$ cat src/rtl/text_writer.sv
// text_writer: clears the text RAM, then writes incoming characters at the cursor and advances it
module text_writer #(
    parameter int char_width   = 7,
    parameter int num_cols     = 128,
    parameter int num_rows     = 48,
    parameter int newline_code = 10,
    parameter int blank_code   = 0
) (
    input  logic                                   clk,
    input  logic                                   reset,
    input  logic [char_width-1:0]                  c_in,
    input  logic                                   c_valid,
    output logic                                   c_ready,
    output logic                                   wr_en,
    output logic [$clog2(num_cols*num_rows)-1:0]   wr_addr,
    output logic [char_width-1:0]                  wr_data,
    output logic [$clog2(num_cols)-1:0]            cursor_col,
    output logic [$clog2(num_rows)-1:0]            cursor_row,
    output logic                                   busy
);
    localparam int aw = $clog2(num_cols*num_rows);
    localparam int cw = $clog2(num_cols);
    localparam int rw = $clog2(num_rows);
    localparam logic [0:0] s_clear  = 1'b0;
    localparam logic [0:0] s_accept = 1'b1;
    localparam logic [aw:0] total = (aw+1)'(num_cols*num_rows);
    localparam logic [cw-1:0] last_col = cw'(num_cols-1);
    localparam logic [rw-1:0] last_row = rw'(num_rows-1);
    localparam logic [char_width-1:0] nl = char_width'(newline_code);
    localparam logic [char_width-1:0] blank = char_width'(blank_code);

    logic [0:0]            state_q, state_d;
    logic [aw:0]           cnt_q, cnt_d;
    logic [cw-1:0]         col_q, col_d;
    logic [rw-1:0]         row_q, row_d;
    logic                  wr_en_q, wr_en_d;
    logic [aw-1:0]         wr_addr_q, wr_addr_d;
    logic [char_width-1:0] wr_data_q, wr_data_d;
    logic [aw-1:0]         cur_addr;
    logic                  is_nl, line_end;

    assign cur_addr = aw'(row_q) * aw'(num_cols) + aw'(col_q);
    assign is_nl    = c_in == nl;
    assign line_end = is_nl || col_q == last_col;

    // Next state: sweep blanks over the whole RAM, then accept characters and move the cursor
    always_comb begin
        state_d   = state_q;
        cnt_d     = cnt_q;
        col_d     = col_q;
        row_d     = row_q;
        wr_en_d   = 1'b0;
        wr_addr_d = wr_addr_q;
        wr_data_d = wr_data_q;
        if (state_q == s_clear) begin
            state_d   = cnt_q == total ? s_accept : s_clear;
            wr_en_d   = cnt_q != total;
            wr_addr_d = cnt_q == total ? wr_addr_q : cnt_q[aw-1:0];
            wr_data_d = cnt_q == total ? wr_data_q : blank;
            cnt_d     = cnt_q == total ? '0 : cnt_q + 1'b1;
            col_d     = '0;
            row_d     = '0;
        end else if (c_valid) begin
            wr_en_d   = !is_nl;
            wr_addr_d = is_nl ? wr_addr_q : cur_addr;
            wr_data_d = is_nl ? wr_data_q : c_in;
            col_d     = line_end ? '0 : col_q + 1'b1;
            row_d     = line_end ? (row_q == last_row ? '0 : row_q + 1'b1) : row_q;
        end
    end

    // State and registered write port; reset restarts the clear and drops any pending write
    always_ff @(posedge clk) begin
        if (reset) begin
            state_q   <= s_clear;
            cnt_q     <= '0;
            col_q     <= '0;
            row_q     <= '0;
            wr_en_q   <= 1'b0;
            wr_addr_q <= '0;
            wr_data_q <= blank;
        end else begin
            state_q   <= state_d;
            cnt_q     <= cnt_d;
            col_q     <= col_d;
            row_q     <= row_d;
            wr_en_q   <= wr_en_d;
            wr_addr_q <= wr_addr_d;
            wr_data_q <= wr_data_d;
        end
    end

    assign c_ready    = state_q == s_accept;
    assign busy       = state_q == s_clear;
    assign wr_en      = wr_en_q;
    assign wr_addr    = wr_addr_q;
    assign wr_data    = wr_data_q;
    assign cursor_col = col_q;
    assign cursor_row = row_q;
endmodule

$ cat config.mk
export PLATFORM = sky130hd
export DESIGN_NAME = text_writer
export DESIGN_NICKNAME = d
export VERILOG_FILES = /design/src/rtl/text_writer.sv
export SDC_FILE = /design/constraint.sdc
export NUM_CORES = 1
export LEC_CHECK = 0
export ABC_AREA = 1
export CAP_MARGIN = 0
export CELL_PAD_IN_SITES_DETAIL_PLACEMENT = 0
export CELL_PAD_IN_SITES_GLOBAL_PLACEMENT = 1
export CORE_ASPECT_RATIO = 1.25
export CORE_MARGIN = 1
export CORE_UTILIZATION = 42
export CTS_BUF_LIST = sky130_fd_sc_hd__clkbuf_2 sky130_fd_sc_hd__clkbuf_4 sky130_fd_sc_hd__clkbuf_8
export CTS_CLUSTER_SIZE = 14
export DETAILED_ROUTE_END_ITERATION = 16
export HOLD_SLACK_MARGIN = 0.02
export PLACE_DENSITY = 0.83
export SLEW_MARGIN = 30
export SYNTH_ARGS = -nofsm -noshare
export SYNTH_HDL_FRONTEND = slang
export SYNTH_SLANG_ARGS = --single-unit
$ cat constraint.sdc
create_clock -name clk -period 2.48 [get_ports clk]
set_clock_uncertainty 0.1 [all_clocks]
set_input_delay 0.372 -clock clk [delete_from_list [all_inputs] [get_ports clk]]
set_output_delay 0.372 -clock clk [all_outputs]
set_load 0.05 [all_outputs]
Word level (Yosys, flattened, before mapping)
Index checks and enable logic that the tools add are counted.
- muxes and demuxes: 15
- bitwise gates (word level): 1
- reductions and logical operators: 5
- equal/unequal tests: 8
- add/sub/neg operators: 4
- operator list (kind ; number):
    2-to-1 mux 13 bit ; 4
    2-to-1 mux 7 bit ; 5
    adder 14 x 1 -> 14 bit, second input constant ; 1
    == test 14 x 13 -> 1 bit, second input constant ; 1
    2-to-1 mux 14 bit ; 1
    inequality test 14 x 13 -> 1 bit, second input constant ; 1
    adder 13 x 7 -> 13 bit ; 1
    adder 7 x 1 -> 7 bit, second input constant ; 1
    == test 7 x 4 -> 1 bit, second input constant ; 1
    == test 7 bit, second input constant ; 1
    adder 6 x 1 -> 6 bit, second input constant ; 1
    == test 6 bit, second input constant ; 1
    2-to-1 mux 6 bit ; 1
    inequality test 2 bit, second input constant ; 3
    2-to-1 mux 1 bit ; 4
    AND reduction 3 bit ; 1
    AND reduction 2 bit ; 1
    OR reduction 2 bit ; 1
    logical NOT 1 bit ; 1
    logical OR 1 bit ; 1
    inverter 1 bit ; 1
- logic and storage cells: 40
- register bits after elaboration: 49
- output and inout port bits: 36
- bits of input ports: 10

Logic depth before layout (Yosys ltp)
Gate-level depths: netlist of run 1.
- depth in word-level cells: 4
- gate-level depth with buffers: 10

Least setup slack after synthesis of run 1
Ideal clock, no wire load.
- path type: register to register
- from: reg col_q[1] (netlist: cursor_col[1])
- to: reg col_q[5] (netlist: cursor_col[5])
- setup time: 0.121 ns
- setup slack: 0.670 ns
- cell stages (with the launch flop): 9
- arrival: 1.589 ns
- cells stage by stage: dfxtp_1 ha_1 nand2_1 nor2_1 nand2_1 nand2_4 nand2_2 nand2_1 nor2_1
- word-level cells in the longest chain between the ends: 3
- elaborated cells on any way between the ends: 4
- those cells by class: add/sub: 1; eq/ne: 1; mux: 1; reduce/logical: 1
- ends and longest elaborated chain (element ; RTL line ; text):
    start, declared ; 34 ; logic [cw-1:0] col_q, col_d;
    start signal, assigned ; 85 ; col_q <= col_d;
    parallel branches: the longest is 2 deep, another holds adder 7 x 1 -> 7 bit ; - ;
    2-to-1 mux 7 bit * ; 67 ; col_d = line_end ? '0 : col_q + 1'b1;
Mark *: on every way between the ends.
A chain may end at the register's enable or synchronous reset.

Final worst setup path of run 1
- from: reg row_q[2] (netlist: cursor_row[2])
- to: out cursor_row[2]
- RTL lines (element ; RTL line ; text):
    start, declared ; 35 ; logic [rw-1:0] row_q, row_d;
    start signal, assigned ; 86 ; row_q <= row_d;
    end, declared ; 18 ; output logic [$clog2(num_rows)-1:0] cursor_row,
No word-level cell between the ends.

==> results of run 1 <==
## cell type report
| type | instances | area [sq um] | area share, % |
|---|---|---|---|
| repair buffers | 51 | 503.0 | 15.56 |
| clock inverters | 2 | 35.03 | 1.084 |
| multi-input cells | 265 | 1423 | 44.00 |
| inverters | 32 | 120.1 | 3.715 |
| well taps | 82 | 102.6 | 3.173 |
| flip-flops and latches | 49 | 980.9 | 30.34 |
| clock buffers | 5 | 68.82 | 2.128 |
## through the flow
step	utilization [%]	power (uW)	hold WS, ps	std cells
6_report	54.48	1453	380.5	486
5_1_grt	54.48	1519	404.5	486
4_1_cts	54.48	1475	383.0	486
3_5_place_dp	52.73	913.4	369.0	479
3_3_place_gp	52.73	912.7	364.8	479
2_1_floorplan	-	875.9	357.4	363
## synthesized netlist by cell type, types with 2 or more instances
library cell	number
ha_1	5
nand3_1	19
nor2_2	5
nand3b_1	14
inv_2	4
nand3_2	8
xor2_1	8
nor2_1	44
nand2_2	3
inv_1	27
o22ai_1	2
a21oi_1	25
o21ai_0	16
dfxtp_1	49
nand2_1	80
nand2_4	3
buf_2	7
nand4_1	12
a21oi_2	7
buf_6	2
buf_4	5
nor3_1	6
## placed cells by master, fill, tap and decap left out
master / n
dfxtp_1: 49
nand2_4: 3
buf_4: 7
a21oi_1: 25
and3_1: 1
inv_1: 27
nor3b_2: 1
nor2_2: 5
a21oi_2: 7
nand2_2: 3
o21ai_0: 16
buf_12: 1
inv_2: 4
o211ai_1: 1
nand4_1: 12
o22ai_1: 2
nor3_1: 6
nor3_2: 1
clkdlybuf4s50_1: 43
bufinv_16: 1
clkinv_2: 1
nand3b_1: 14
nand3_1: 19
o21ai_1: 1
nand3_2: 8
nand2_1: 80
clkinv_1: 1
xor2_1: 8
or2_2: 1
nor2_4: 1
ha_1: 5
nor2_1: 44
clkbuf_8: 5
nand3_4: 1
## metal layers
metal  up-vias  GRT usage, %  routed length [um]  part of all wire (%)
met5         -             0                   0                     0
met4         0         5.882                  74                   1.2
met3         7         3.348                 154                   2.4
met2        32         34.27                3130                    49
met1      1085         28.69                3055                    48
li1       1266             -                   -                     -
## report_power, final
group / internal [uW] / switching (uW) / leakage (uW)
clock network: 294 / 265 / 0.0000540
registers: 794 / 8.13 / 0.000396
logic: 38.4 / 53.7 / 0.000721
total: 1130 / 327 / 0.00117
## cells by family (layout without fill, tap and decap cells)
| logic type | count (synthesis) | after routing |
|---|---|---|
| DFF | 49 | 49 |
| xor gates and xnor gates | 8 | 8 |
| adders and majority gates | 5 | 5 |
| and+or+nand+nor | 200 | 200 |
| AOI/OAI and AO/OA | 52 | 52 |
| buffers and inverters | 49 | 90 |
## worst reg2reg max path: cells and delay by family, from the launching register on
kind	cells	cell delay, ps
adders and majority gates	1	210
buffers and inverters	1	90
DFF	1	430
and+or+nand+nor	7	880
## final timing paths
check,to,slack (ps),depth (start not counted)
setup / recovery,cursor_row[2],350,1
hold / removal,wr_data[3]$_SDFFE_PP0P_,380,2
setup reg to reg,cnt_q[11]$_SDFFE_PP0N_,710,9
hold reg to reg,wr_data[3]$_SDFFE_PP0P_,380,2
## state kept, by name, indices dropped and copies added (netlist names)
register / flops
cnt_q: 14
wr_en: 1
wr_data: 7
wr_addr: 13
cursor_col: 7
cursor_row: 6
c_ready: 1
==> insert_results.sql, run 1 <==
INSERT INTO impl_metrics (metric_group, metric, value, unit) VALUES
('run_status', 'status', 'completed', ''),
('clock_tree', 'clk_sinks', '49', ''),
('sta', 'finalCriticalPeriod', '2133', 'ps'),
('placed_design', 'dp.final_hpwl', '4647', 'um'),
('logic_synthesis', 'synth_largest_area_cell', 'dfxtp_1', ''),
('drt', 'drtIter0Drc', '133', ''),
('critical_path', 'slowest_delay', '860', 'ps'),
('drt', 'drt.antenna.violating_nets', '0', ''),
('sta', 'max_slew_margin', '66.11', '%'),
('critical_path', 'worst_path_fanout_max', '8', ''),
('logic_synthesis', 'yosys_register_bits', '49', ''),
('logic_synthesis', 'dominant_combinational_cell_family_by_area_after_synthesis', 'simple AND/OR/NAND/NOR gates', ''),
('sta', 'rsz0062_at_grt', 'no', ''),
('floorplan', 'core.rowCount', '31', ''),
('logic_synthesis', 'async_reset_ff_share', '0', '%'),
('global_route', 'grt_util_all_layers', '21.14', '%'),
('logic_synthesis', 'synthesized_area_fraction_occupied_by_adder_cells', '2.369', '%'),
('clock_tree', 'tritoncts_buffer_count', '5', ''),
('logic_synthesis', 'synth_fp_nets', '378', ''),
('critical_path', 'critical_path.slowest_cell', 'clkdlybuf4s50_1', ''),
('logic_synthesis', 'yosysUniqueCellTypes', '34', ''),
('floorplan', 'core-area', '5934', 'sq um'),
('logic_synthesis', 'synthesis.yosys.warnings', '0', ''),
('sta', 'timing_max_transition_violations_final', '0', ''),
('floorplan', 'die_width', '72.93', 'um'),
('drt', 'drt-wirelength-per-cell', '13.20', 'um'),
('power', 'vdd_drop_max', '0.1790', 'mV'),
('clock_tree', 'worst_setup_hold_path_clk_slew', '90', 'ps'),
('hold_path', 'hold_path_startpoint', 'wr_data[3]$_SDFFE_PP0P_', ''),
('critical_path', 'critPathKind', 'flip-flop to primary output', ''),
('cells_and_area', 'post_route_cells_drive_above_1_share', '12.38', '%'),
('sta', 'fmaxAchievable', '468.7', 'MHz'),
('cells_and_area', 'number_of_nets_in_the_layout', '419', ''),
('logic_synthesis', 'synthFlopType', 'dfxtp_1', ''),
('critical_path', 'worst_path_dominant_cell_family', 'buffers and inverters', ''),
('logic_synthesis', 'post_synth.cell_area_avg', '7.276', 'sq um'),
('logic_synthesis', 'synthesized_instance_count', '363', ''),
('drt', 'via_per_inst', '4.918', ''),
('critical_path', 'crit_start', 'cursor_row[2]$_SDFFE_PP0P_', ''),
('clock_tree', 'clk_latency', '300', 'ps'),
('global_route', 'via_count_of_the_first_global_routing_pass', '2169', ''),
('placed_design', 'gpl.final_weighted_congestion', '0.8424', ''),
('floorplan', 'die_height', '90.66', 'um'),
('critical_path', 'critPathBufInv', '1', ''),
('floorplan', 'die-area', '6612', 'sq um'),
('placed_design', 'port_buffers', '45', ''),
('sta', 'tns', '0', 'ps'),
('global_route', 'antenna_found_initial', '0', ''),
('global_route', 'wire_length_of_the_first_global_routing_pass', '10780', 'um'),
('clock_tree', 'hold_buffer_count_at_cts', '0', ''),
('critical_path', 'cp_data_arrival_time', '1660', 'ps'),
('logic_synthesis', 'synthDominantCellAreaShare', '37.14', '%'),
('logic_synthesis', 'synth_mux_area_share', '0', '%'),
('clock_tree', 'tritoncts', 'built', ''),
('logic_synthesis', 'synthSimpleGateAreaFrac', '37.80', '%'),
('global_route', 'grt_start_max_net_pins', '37', ''),
('logic_synthesis', 'synth_xor_area_share', '2.653', '%'),
('critical_path', 'crit_required', '2010', 'ps'),
('hold_path', 'hold_path_class', 'flip-flop to flip-flop', ''),
('cells_and_area', 'filler_cell_count', '608', ''),
('clock_tree', 'ctsLongestPathBuffers', '2', ''),
('critical_path', 'reg2reg_launch_point', 'cnt_q[0]$_SDFFE_PP0N_', ''),
('critical_path', 'setup.worst_path.start_class', 'flip-flop', ''),
('logic_synthesis', 'yosys-top-cells-area', 'dfxtp_1 37%, nand2_1 11%, nor2_1 6.3%', ''),
('global_route', 'grt_overflow', '0', ''),
('clock_tree', 'root_buffer', 'clkbuf_8', ''),
('power', 'power_per_cell_area', '449.3', 'nW/um^2'),
('clock_tree', 'cts_resized', '0', ''),
('logic_synthesis', 'synth-compound-area-share', '11.04', '%'),
('logic_synthesis', 'synth_edf_count', '0', ''),
('sta', 'worstMarginPinSlew', '506.7', 'ps');
Note: power is estimated with default switching activity, not from simulation.
==> inputs of run 2 (changes only) <==
--- a/constraint.sdc
+++ b/constraint.sdc
@@ -4,2 +4,2 @@
 set_output_delay 0.372 -clock clk [all_outputs]
-set_load 0.05 [all_outputs]
+set_load 0.01 [all_outputs]
==> insert_results.sql, run 2 (synthesized netlist as in run 1, its figures left out) <==
INSERT INTO impl_metrics (metric_group, metric, value, unit) VALUES
('run_status', 'status', 'completed', ''),
('drt', 'drt.antenna.violating_nets', '0', ''),
('cells_and_area', 'most_frequent_cells_in_the_layout', '80 x nand2_1, 49 x dfxtp_1, 45 x clkdlybuf4s50_1', ''),
('clock_tree', 'tritoncts', 'built', ''),
('cells_and_area', 'post_layout_nonfiller_instances', '486', ''),
('critical_path', 'crit_required', '2010', 'ps'),
('placed_design', 'port_buffers', '45', ''),
('clock_tree', 'post-cts-setup-buffer-count', '0', ''),
('drt', 'drtIter0Drc', '164', ''),
('clock_tree', 'worst_setup_hold_path_clk_slew', '90', 'ps'),
('job', 'drv_cap', '0', ''),
('critical_path', 'slowest_delay', '600', 'ps'),
('clock_tree', 'clk_latency', '300', 'ps'),
('floorplan', 'die_width', '72.93', 'um'),
('hold_path', 'hold_path_class', 'flip-flop to flip-flop', ''),
('sta', 'rsz0062_at_grt', 'no', ''),
('cells_and_area', 'post_route_cells_drive_above_1_share', '11.88', '%'),
('critical_path', 'critPathKind', 'flip-flop to primary output', ''),
('critical_path', 'setup.worst_path.start_class', 'flip-flop', ''),
('floorplan', 'core-area', '5934', 'sq um'),
('global_route', 'grt_start_max_net_pins', '38', ''),
('floorplan', 'die_height', '90.66', 'um'),
('critical_path', 'crit_start', 'c_ready$_SDFF_PP0_', ''),
('critical_path', 'critPathBufInv', '2', ''),
('global_route', 'grt_overflow', '0', ''),
('cells_and_area', 'number_of_nets_in_the_layout', '418', ''),
('clock_tree', 'tritoncts_buffer_count', '5', ''),
('power', 'power_per_cell_area', '460.9', 'nW/um^2'),
('critical_path', 'worst_setup_path_end_kind', 'primary output', ''),
('clock_tree', 'ctsLongestPathBuffers', '2', ''),
('sta', 'timing_max_transition_violations_final', '0', ''),
('drt', 'pre_antenna_drt_iters', '5', ''),
('cells_and_area', 'mostFrequentLayoutCell', 'nand2_1', ''),
('global_route', 'wire_length_of_the_first_global_routing_pass', '10410', 'um'),
('cells_and_area', 'largest_register_ffs', '14', ''),
('drt', 'via_per_inst', '4.979', ''),
('sta', 'finalCritPeriodShare', '83.18', '%'),
('critical_path', 'worst_path_fanout_max', '37', ''),
('floorplan', 'io_pins', '46', ''),
('global_route', 'via_count_of_the_first_global_routing_pass', '2170', ''),
('cells_and_area', 'antenna_cells', '0', ''),
('power', 'vdd_drop_max', '0.2136', 'mV'),
('floorplan', 'die-area', '6612', 'sq um'),
('critical_path', 'reg2reg_launch_point', 'cnt_q[0]$_SDFFE_PP0N_', ''),
('drt', 'wirelength', '6306', 'um'),
('clock_tree', 'root_buffer', 'clkbuf_8', ''),
('sta', 'max_slew_margin', '66.83', '%'),
('sta', 'setup-violations-final', '0', ''),
('drt', 'drt-wirelength-per-cell', '12.98', 'um'),
('power', 'total_leakage_power', '0.001169', 'uW'),
('sta', 'timing_hold_violations_final', '0', ''),
('sta', 'finalCriticalPeriod', '2063', 'ps'),
('clock_tree', 'cts_resized', '0', ''),
('placed_design', 'post-place-cells', '478', ''),
('clock_tree', 'hold_buffer_count_at_cts', '0', ''),
('critical_path', 'critical_path.slowest_cell', 'clkdlybuf4s50_1', ''),
('cells_and_area', 'layout-area-overhead-vs-synth', '22.45', '%'),
('critical_path', 'worst_path_dominant_cell_family', 'buffers and inverters', ''),
('global_route', 'antenna_found_initial', '0', ''),
('critical_path', 'cp_data_arrival_time', '1590', 'ps'),
('drt', 'post-route-drc-count', '0', ''),
('floorplan', 'core.rowCount', '31', ''),
('floorplan', 'start_util', '44.51', '%'),
('sta', 'worstMarginPinSlew', '496.0', 'ps'),
('sta', 'fmaxAchievable', '484.7', 'MHz'),
('placed_design', 'dp.final_hpwl', '4587', 'um'),
('drt', 'routed-via-count', '2420', ''),
('global_route', 'grt_util_all_layers', '20.51', '%'),
('hold_path', 'hold_path_startpoint', 'wr_data[5]$_SDFFE_PP0P_', ''),
('clock_tree', 'htree_levels', '2', ''),
('sta', 'tns', '0', 'ps'),
('placed_design', 'gpl.final_weighted_congestion', '0.8200', ''),
('critical_path', 'critical_path.cell_chain', 'buf_4 -> clkdlybuf4s50_1', ''),
('clock_tree', 'clk_sinks', '49', ''),
('cells_and_area', 'top_register', 'cnt_q', '');
-- run 2: cell count changes in the layout (fill, tap and decap cells not counted), sizes merged --
cell,previous run,this run
buf,8,5
clkbuf,5,7
clkdlybuf4s50,43,45
clkinv,2,1
-- run 2: metal layers --
layer	global-route usage (%)	vias up	wire length, um
li1	-	1266	-
met1	26.09	1100	2826
met2	33.49	48	3130
met3	4.018	6	222
met4	8.170	0	127
met5	0	-	0
-- run 2: power by group --
group / switching, uW / internal, uW
combinational: 43.3 / 38.4
clock: 267 / 340
sequential: 8.24 / 794
-- run 2: final cells by class --
cell class / instances / area [sq um]
Clock buffer: 7 / 90.09
Clock inverter: 1 / 30.03
Fill cell: 605 / 2700
Inverter: 32 / 120.1
Multi-Input combinational cell: 265 / 1423
Sequential cell: 49 / 980.9
Tap cell: 82 / 102.6
Timing Repair Buffer: 50 / 488.0
-- run 2: per-stage QoR --
step / area [sq um] / hold slack [ps] / setup WS [ps] / utilization, % / power [uW]
floorplan: 2641 / 357.4 / 1023 / - / 865.1
global placement: 3114 / 365.2 / 403.9 / 52.48 / 903.0
detailed placement: 3114 / 366.9 / 337.4 / 52.48 / 903.2
CTS: 3234 / 379.9 / 408.5 / 54.50 / 1505
global route: 3234 / 404.1 / 334.4 / 54.50 / 1555
finish: 3234 / 377.9 / 417.1 / 54.50 / 1491
-- run 2: tightest hold or removal path, stage by stage, from the launching register on --
cell,delay [ps]
dfxtp_1,330
nand3_2,70
a21oi_2,40
-- run 2: worst paths after layout --
| check | to | slack, ps | cells past startpoint |
|---|---|---|---|
| max | c_ready | 420 | 2 |
| min | wr_data[5]$_SDFFE_PP0P_ | 380 | 2 |
| max reg2reg | cnt_q[11]$_SDFFE_PP0N_ | 650 | 9 |
| min reg2reg | wr_data[5]$_SDFFE_PP0P_ | 380 | 2 |
